==> src/rtl/tlb_mt_pkg.sv <==
// Shared types for the thread-tagged TLB: page/thread field types, entry layout, default depth.
package tlb_mt_pkg;

  localparam int unsigned TLB_VPN_W = 20;
  localparam int unsigned TLB_PPN_W = 8;
  localparam int unsigned TLB_OFF_W = 12;
  localparam int unsigned TLB_TID_W = 3;

  localparam int unsigned tlb_n_entries = 8;

  typedef logic [TLB_VPN_W-1:0] vpn_t;
  typedef logic [TLB_PPN_W-1:0] ppn_t;
  typedef logic [TLB_OFF_W-1:0] page_offset_t;
  typedef logic [TLB_TID_W-1:0] threadid_t;

  typedef struct packed {
    logic      valid;
    threadid_t tid;
    vpn_t      vpn;
    ppn_t      ppn;
  } tlb_entry_t;

endpackage

==> src/rtl/tlb_mt_match.sv <==
// Combinational {tid, vpn} compare across all TLB entries; lowest index wins on multiple matches.
module tlb_mt_match #(
  parameter int unsigned N     = 8,
  parameter int unsigned TID_W = 3,
  parameter int unsigned VPN_W = 20,
  parameter int unsigned IDX_W = $clog2(N)
) (
  input  logic [N-1:0]            valid,
  input  logic [N-1:0][TID_W-1:0] tid,
  input  logic [N-1:0][VPN_W-1:0] vpn,
  input  logic [TID_W-1:0]        key_tid,
  input  logic [VPN_W-1:0]        key_vpn,
  output logic                    hit_c,
  output logic [N-1:0]            onehot_c,
  output logic [IDX_W-1:0]        idx_c
);

  logic [N-1:0] match;

  always_comb begin
    match = '0;
    idx_c = '0;
    for (int i = 0; i < int'(N); i++) begin
      match[i] = valid[i] && (tid[i] == key_tid) && (vpn[i] == key_vpn);
    end
    // Descending scan so the lowest matching index is the last assignment.
    for (int i = int'(N) - 1; i >= 0; i--) begin
      if (match[i]) idx_c = IDX_W'(i);
    end
    onehot_c = match & (~match + N'(1));
    hit_c    = |match;
  end

endmodule

==> src/rtl/tlb_mt.sv <==
// Fully-associative thread-tagged TLB with single-cycle registered lookup, dedup/FIFO refill and flush.
// Optional hit/miss counters are built when TLB_MT_STATS_EN is defined.
module tlb_mt
  import tlb_mt_pkg::*;
#(
  parameter int unsigned N_ENTRIES = tlb_n_entries,
  parameter int unsigned VPN_W     = $bits(vpn_t),
  parameter int unsigned PPN_W     = $bits(ppn_t),
  parameter int unsigned OFF_W     = $bits(page_offset_t),
  parameter int unsigned TID_W     = $bits(threadid_t)
) (
  input  logic                   clk,
  input  logic                   rst,
  input  logic                   lookup_valid,
  input  logic [TID_W-1:0]       lookup_tid,
  input  logic [VPN_W+OFF_W-1:0] lookup_vptr,
  output logic                   resp_valid,
  output logic                   resp_hit,
  output logic [TID_W-1:0]       resp_tid,
  output logic [PPN_W+OFF_W-1:0] resp_pptr,
  input  logic                   wr_en,
  input  logic [TID_W-1:0]       wr_tid,
  input  logic [VPN_W-1:0]       wr_vpn,
  input  logic [PPN_W-1:0]       wr_ppn,
  input  logic                   flush_en,
  input  logic                   flush_all,
  input  logic [TID_W-1:0]       flush_tid,
  output logic [31:0]            hit_count,
  output logic [31:0]            miss_count
);

  localparam int unsigned IDX_W = $clog2(N_ENTRIES);

  logic [N_ENTRIES-1:0]            valid_q;
  logic [N_ENTRIES-1:0][TID_W-1:0] tid_q;
  logic [N_ENTRIES-1:0][VPN_W-1:0] vpn_q;
  logic [N_ENTRIES-1:0][PPN_W-1:0] ppn_q;
  logic [IDX_W-1:0]                ptr_q;

  logic                 lk_hit_c;
  logic [N_ENTRIES-1:0] lk_oh_c;
  logic [IDX_W-1:0]     lk_idx_c;
  logic                 wr_hit_c;
  logic [N_ENTRIES-1:0] wr_oh_c;
  logic [IDX_W-1:0]     wr_idx_c;

  logic [N_ENTRIES-1:0] valid_flushed_c;
  logic [N_ENTRIES-1:0] valid_next_c;
  logic                 free_any_c;
  logic [IDX_W-1:0]     free_idx_c;
  logic [IDX_W-1:0]     victim_c;
  logic                 ptr_adv_c;

  // Only the index form of each match result drives datapath; one-hot vectors are spare.
  logic unused_onehot;
  assign unused_onehot = ^{lk_oh_c, wr_oh_c};

  tlb_mt_match #(
    .N(N_ENTRIES), .TID_W(TID_W), .VPN_W(VPN_W), .IDX_W(IDX_W)
  ) u_lookup_match (
    .valid    (valid_q),
    .tid      (tid_q),
    .vpn      (vpn_q),
    .key_tid  (lookup_tid),
    .key_vpn  (lookup_vptr[VPN_W+OFF_W-1:OFF_W]),
    .hit_c    (lk_hit_c),
    .onehot_c (lk_oh_c),
    .idx_c    (lk_idx_c)
  );

  // Dedup sees post-flush validity so flush-then-write ordering holds for the victim choice too.
  tlb_mt_match #(
    .N(N_ENTRIES), .TID_W(TID_W), .VPN_W(VPN_W), .IDX_W(IDX_W)
  ) u_write_match (
    .valid    (valid_flushed_c),
    .tid      (tid_q),
    .vpn      (vpn_q),
    .key_tid  (wr_tid),
    .key_vpn  (wr_vpn),
    .hit_c    (wr_hit_c),
    .onehot_c (wr_oh_c),
    .idx_c    (wr_idx_c)
  );

  // Flush, then pick the write victim: dedup entry, lowest free entry, or FIFO pointer.
  always_comb begin
    valid_flushed_c = valid_q;
    free_any_c      = 1'b0;
    free_idx_c      = '0;
    for (int i = 0; i < int'(N_ENTRIES); i++) begin
      if (flush_en && (flush_all || tid_q[i] == flush_tid)) valid_flushed_c[i] = 1'b0;
    end
    for (int i = int'(N_ENTRIES) - 1; i >= 0; i--) begin
      if (!valid_flushed_c[i]) begin
        free_any_c = 1'b1;
        free_idx_c = IDX_W'(i);
      end
    end
    ptr_adv_c = 1'b0;
    if (wr_hit_c) begin
      victim_c = wr_idx_c;
    end else if (free_any_c) begin
      victim_c = free_idx_c;
    end else begin
      victim_c  = ptr_q;
      ptr_adv_c = 1'b1;
    end
    valid_next_c = valid_flushed_c;
    if (wr_en) valid_next_c[victim_c] = 1'b1;
  end

  always_ff @(posedge clk) begin
    if (rst) begin
      valid_q <= '0;
      ptr_q   <= '0;
    end else begin
      valid_q <= valid_next_c;
      if (wr_en) begin
        tid_q[victim_c] <= wr_tid;
        vpn_q[victim_c] <= wr_vpn;
        ppn_q[victim_c] <= wr_ppn;
        // Depth is a power of two, so the natural wrap is modulo N_ENTRIES.
        if (ptr_adv_c) ptr_q <= ptr_q + IDX_W'(1);
      end
    end
  end

  always_ff @(posedge clk) begin
    if (rst) begin
      resp_valid <= 1'b0;
      resp_hit   <= 1'b0;
      resp_tid   <= '0;
      resp_pptr  <= '0;
    end else begin
      resp_valid <= lookup_valid;
      if (lookup_valid) begin
        resp_hit  <= lk_hit_c;
        resp_tid  <= lookup_tid;
        resp_pptr <= lk_hit_c ? {ppn_q[lk_idx_c], lookup_vptr[OFF_W-1:0]} : '0;
      end
    end
  end

`ifdef TLB_MT_STATS_EN
  logic [31:0] hit_q;
  logic [31:0] miss_q;

  // Saturating counters advance with each registered response.
  always_ff @(posedge clk) begin
    if (rst) begin
      hit_q  <= '0;
      miss_q <= '0;
    end else if (lookup_valid) begin
      if (lk_hit_c && hit_q != 32'hFFFF_FFFF) hit_q <= hit_q + 32'd1;
      if (!lk_hit_c && miss_q != 32'hFFFF_FFFF) miss_q <= miss_q + 32'd1;
    end
  end

  assign hit_count  = hit_q;
  assign miss_count = miss_q;
`else
  assign hit_count  = '0;
  assign miss_count = '0;
`endif

endmodule
==> config.mk <==
export PLATFORM = sky130hd
export DESIGN_NAME = tlb_mt
export DESIGN_NICKNAME = d
export VERILOG_FILES = /design/src/rtl/tlb_mt_pkg.sv /design/src/rtl/tlb_mt_match.sv /design/src/rtl/tlb_mt.sv
export SDC_FILE = /design/constraint.sdc
export NUM_CORES = 1
export LEC_CHECK = 0
export BUFFER_PORTS_ARGS = -buffer_cell sky130_fd_sc_hd__buf_2
export CORE_ASPECT_RATIO = 0.75
export CORE_MARGIN = 5
export CORE_UTILIZATION = 45
export DETAILED_ROUTE_END_ITERATION = 6
export GPL_TIMING_DRIVEN = 0
export SYNTH_ARGS = -nofsm -noshare
export SYNTH_HDL_FRONTEND = slang
export SYNTH_SLANG_ARGS = --single-unit
==> constraint.sdc <==
create_clock -name clk -period 9.01 [get_ports clk]
set_input_delay 0.901 -clock clk [delete_from_list [all_inputs] [get_ports clk]]
set_output_delay 0.901 -clock clk [all_outputs]
set_load 0.05 [all_outputs]
==> qor.log <==
[status] status complete, no violations
[synthesis] portion of the post-synthesis area used by sequential elements 53.4%
[critical_path] kind of start point of the critical path primary input
[synthesis] number of flops mapped to enable cells by yosys 248
[die] placeable core area 33500 um^2
[routing] post-detailed-routing wire length 58700 um
[placement] Placed Instance Area 16800 um^2
[cts] clock tree from TritonCTS yes
[timing] total negative setup slack 0 ps
[cells_and_area] utilization of the core after routing 53.3%
[pwr] P_int 2.30 mW
[grt] residual overflow from global routing 0
[timing] max-slew violations 0
[synthesis] cell count after synthesis 1254
[cts] total number of clock tree sinks 284
[routing] detail-routed via count per cell 5.82
[grt] first-pass GRT wire length 80500 um
[timing] Final Hold Fails 0
[synthesis] number of unique standard cell types used by synthesis 74
[pwr] leakage 6.34 nW
[pwr] sequential fraction of design power 46.0%
[cells_and_area] most frequent cells in the layout xor2_1, edfxtp_1, xnor2_1
[timing] Tightest Pin Transition 1370 ps
[routing] residual DRC count 0
[placement] number of input and output port buffers inserted 72
[critical_path] number of buffers and inverters on the critical path 6
[timing] Post-Route Skew 35.4 ps
[cts] total number of H-tree levels 2
[routing] number of optimization iterations in the first detailed-route pass 5
[timing] highest clock rate 157 MHz
[critical_path] worst r2r path cells 12
[pwr] Logic pwr share 11.9%
[timing] post-layout worst setup margin 2630 ps
[cells_and_area] ANT cells 0
[die] Initial Util 45.6%
[grt] vias in the first global route 10700
[pwr] P per Cell Area 177 nW/um^2
[synthesis] async set-reset flop share out of synthesis 0%
[critical_path] critical path peak fanout 11
[synthesis] number of flip-flops and latches in the synthesized netlist 284
[die] number of core rows 58
[critical_path] top cell family by delay on the critical path simple AND/OR/NAND/NOR gates
[critical_path] WP depth 14
[placement] Place WS 2370 ps
[routing] total via count after detailed routing 11200
[cts] CTS hold repair buffers 0
[pwr] peak ir drop on the vdd network 0.000139 V
[job] number of maximum-capacitance violations 0
[cts] buffers inserted during post-CTS setup optimization 0
[cts] count of instances resized after the clock tree is built 0
[timing] Tcrit/Tclk final 70.8%
[cells_and_area] final instance area 17900 um^2
[synthesis] most instantiated flip-flop cell in the synthesis netlist edfxtp_1
[cts] clock tree root buffer cell clkbuf_16
[critical_path] Largest stage delay, worst path 930 ps
[routing] average wire length per cell after detail routing 30.4 um
[critical_path] arrival time worst endpoint 6630 ps
[critical_path] endpoint kind of the worst setup timing path flop
[timing] RSZ-0062 raised after global routing false
[pwr] Sw Pwr 863 uW
[cells_and_area] synthesis-to-finish area growth 16.9%
[timing] final setup fails 0
[critical_path] ordered list of cells on the worst path buf_2 -> clkbuf_1 -> xor2_1 -> nor4_1 -> nand4_1 -> nor4_1 -> nor4_1 -> and4b_1 -> or3b_1 -> clkbuf_1 -> nor3_2 -> buf_6 -> buf_6 -> buf_8
[die] die area 37800 um^2
[synthesis] mean cell area of the mapped netlist 12.2 um^2
[cts] Clk pin slew, worst setup/hold paths 60 ps
[routing] starting DRC count in detailed routing 1544
[cells_and_area] nets@finish 1529
[hold_path] type of the most critical hold path reg2reg
[synthesis] combined area of all synthesized cells 15300 um^2
[grt] GRT Resource Usage Total 30.2%
[cells_and_area] leading cell type in the layout, fill and taps excluded xor2_1
[hold_path] Hold Path Stages 2
[critical_path] category of the critical setup timing path in2reg
[cells_and_area] share of cells above drive strength 1 17.6%
[die] horizontal die dimension 223 um
[critical_path] standard cell with the maximum stage delay on the critical path clkbuf_1
[cts] maximum buffer depth of the clock tree 3
[grt] pin count of the biggest net entering global routing 15
[timing] Hold Worst Slack 457 ps
[pwr] switch share 27.3%
[timing] Min Clock Period, post-route 6380 ps
[routing] number of routed nets with antenna violations 0
[grt] initial antenna violation count 0
[die] num ports 164
[cts] worst-skew pair later-pin latency 550 ps
[placement] Detail Placement HPWL 42900 um
[placement] global placer's final weighted congestion 0.978
[synthesis] total number of yosys warnings 0
[critical_path] WP data required 9270 ps
[cts] clock buffer count from CTS 34
[pwr] relative contribution of the clock network to total power 42.1%
[die] Vert. Die Dim 170 um
[critical_path] Crit path top cell by count nor4_1
[timing] max-slew headroom at the worst pin 7.39%
layer usage:
metal  wire [um]  GRT usage, %  share of wire [%]
met5           0             0                  0
met1       25300          43.4                 43
met2       24300          42.8                 41
met4        1830          9.03                3.1
met3        7310          11.5                 12
sequential cells by signal, summed over array words and instances (netlist names):
signal	flops
resp_hit	1
resp_tid	3
resp_valid	1
ptr_q	3
vpn_q	160
ppn_q	64
tid_q	24
valid_q	8
resp_pptr	20
kinds of logic (layout without fill, tap and decap cells):
kind of cell / after synthesis / count (layout) / share of synthesized area (%)
AO/OA/AOI/OAI: 114 / 114 / 5.80
multiplexers: 9 / 9 / 0.671
adder cells (fa/ha/maj): 1 / 1 / 0.0818
XOR/XNOR: 393 / 393 / 22.5
AND/OR/NAND/NOR: 315 / 315 / 12.2
buffers and inverters: 137 / 299 / 5.33
other: 1 / 64 / 0.0245
flip-flops: 284 / 284 / 53.4
area by class of cell:
cell class,instances,area (um^2)
plain buffers,130,788
clock buffers,39,901
repair buffers,100,669
fillers,3011,15700
clock inverters,23,169
inverters,7,26.3
well taps,450,563
multi-input cells,896,6590
flip-flops and latches,284,8170
cells in the mapped netlist (all sizes together), types with 4 or more instances:
| master | number | area share (%) |
|---|---|---|
| a211oi | 10 | 0.49 |
| a21boi | 9 | 0.44 |
| a21o | 4 | 0.20 |
| a221oi | 4 | 0.23 |
| a22oi | 12 | 0.59 |
| a2bb2oi | 4 | 0.23 |
| a311oi | 5 | 0.33 |
| and2 | 4 | 0.18 |
| and3 | 18 | 0.74 |
| and4 | 4 | 0.23 |
| buf | 93 | 4.2 |
| clkbuf | 37 | 0.91 |
| dfxtp | 36 | 4.7 |
| edfxtp | 248 | 49 |
| inv | 6 | 0.15 |
| mux2i | 8 | 0.52 |
| nand2 | 19 | 0.47 |
| nand2b | 10 | 0.41 |
| nand3 | 13 | 0.43 |
| nand4 | 55 | 2.3 |
| nand4b | 5 | 0.29 |
| nor2 | 42 | 1.0 |
| nor2b | 4 | 0.16 |
| nor3 | 24 | 0.86 |
| nor4 | 91 | 3.7 |
| nor4b | 4 | 0.27 |
| o21ai | 16 | 0.52 |
| o31a | 6 | 0.34 |
| o32ai | 8 | 0.46 |
| o41ai | 5 | 0.29 |
| or3 | 4 | 0.16 |
| or4 | 5 | 0.27 |
| xnor2 | 131 | 7.5 |
| xor2 | 262 | 15 |
path summary, 6_finish.rpt:
path / from / end / slack (ps)
setup / recovery: wr_vpn[2] / vpn_q[109]$_DFFE_PP_ / 2630
hold / removal: resp_pptr[19]$_SDFFE_PP0P_ / resp_pptr[19]$_SDFFE_PP0P_ / 460
setup reg to reg: vpn_q[40]$_DFFE_PP_ / vpn_q[109]$_DFFE_PP_ / 3880
hold reg to reg: resp_pptr[19]$_SDFFE_PP0P_ / resp_pptr[19]$_SDFFE_PP0P_ / 460
power groups by stage:
stage | Combinational (mW) | Sequential [mW] | Clock (mW)
final | 0.377 | 1.45 | 1.33
after global routing | 0.391 | 1.45 | 1.40
after CTS | 0.366 | 1.45 | 1.35
after detailed placement | 0.364 | 1.48 | 0
after global placement | 0.363 | 1.48 | 0
after floorplan | 0.229 | 1.49 | 0
tightest hold or removal path: cells and delay by family, from the launching register on:
family | cells | cell delay, ps
DFF | 1 | 320
and+or+nand+nor | 1 | 50
AOI/OAI and AO/OA | 1 | 50
stage by stage:
step | power [mW] | cells
finish | 3.16 | 1929
global route | 3.25 | 1929
CTS | 3.17 | 1929
detailed placement | 1.85 | 1867
global placement | 1.85 | 1839
floorplan | 1.72 | 1317
(Power assumes the default switching activity.)
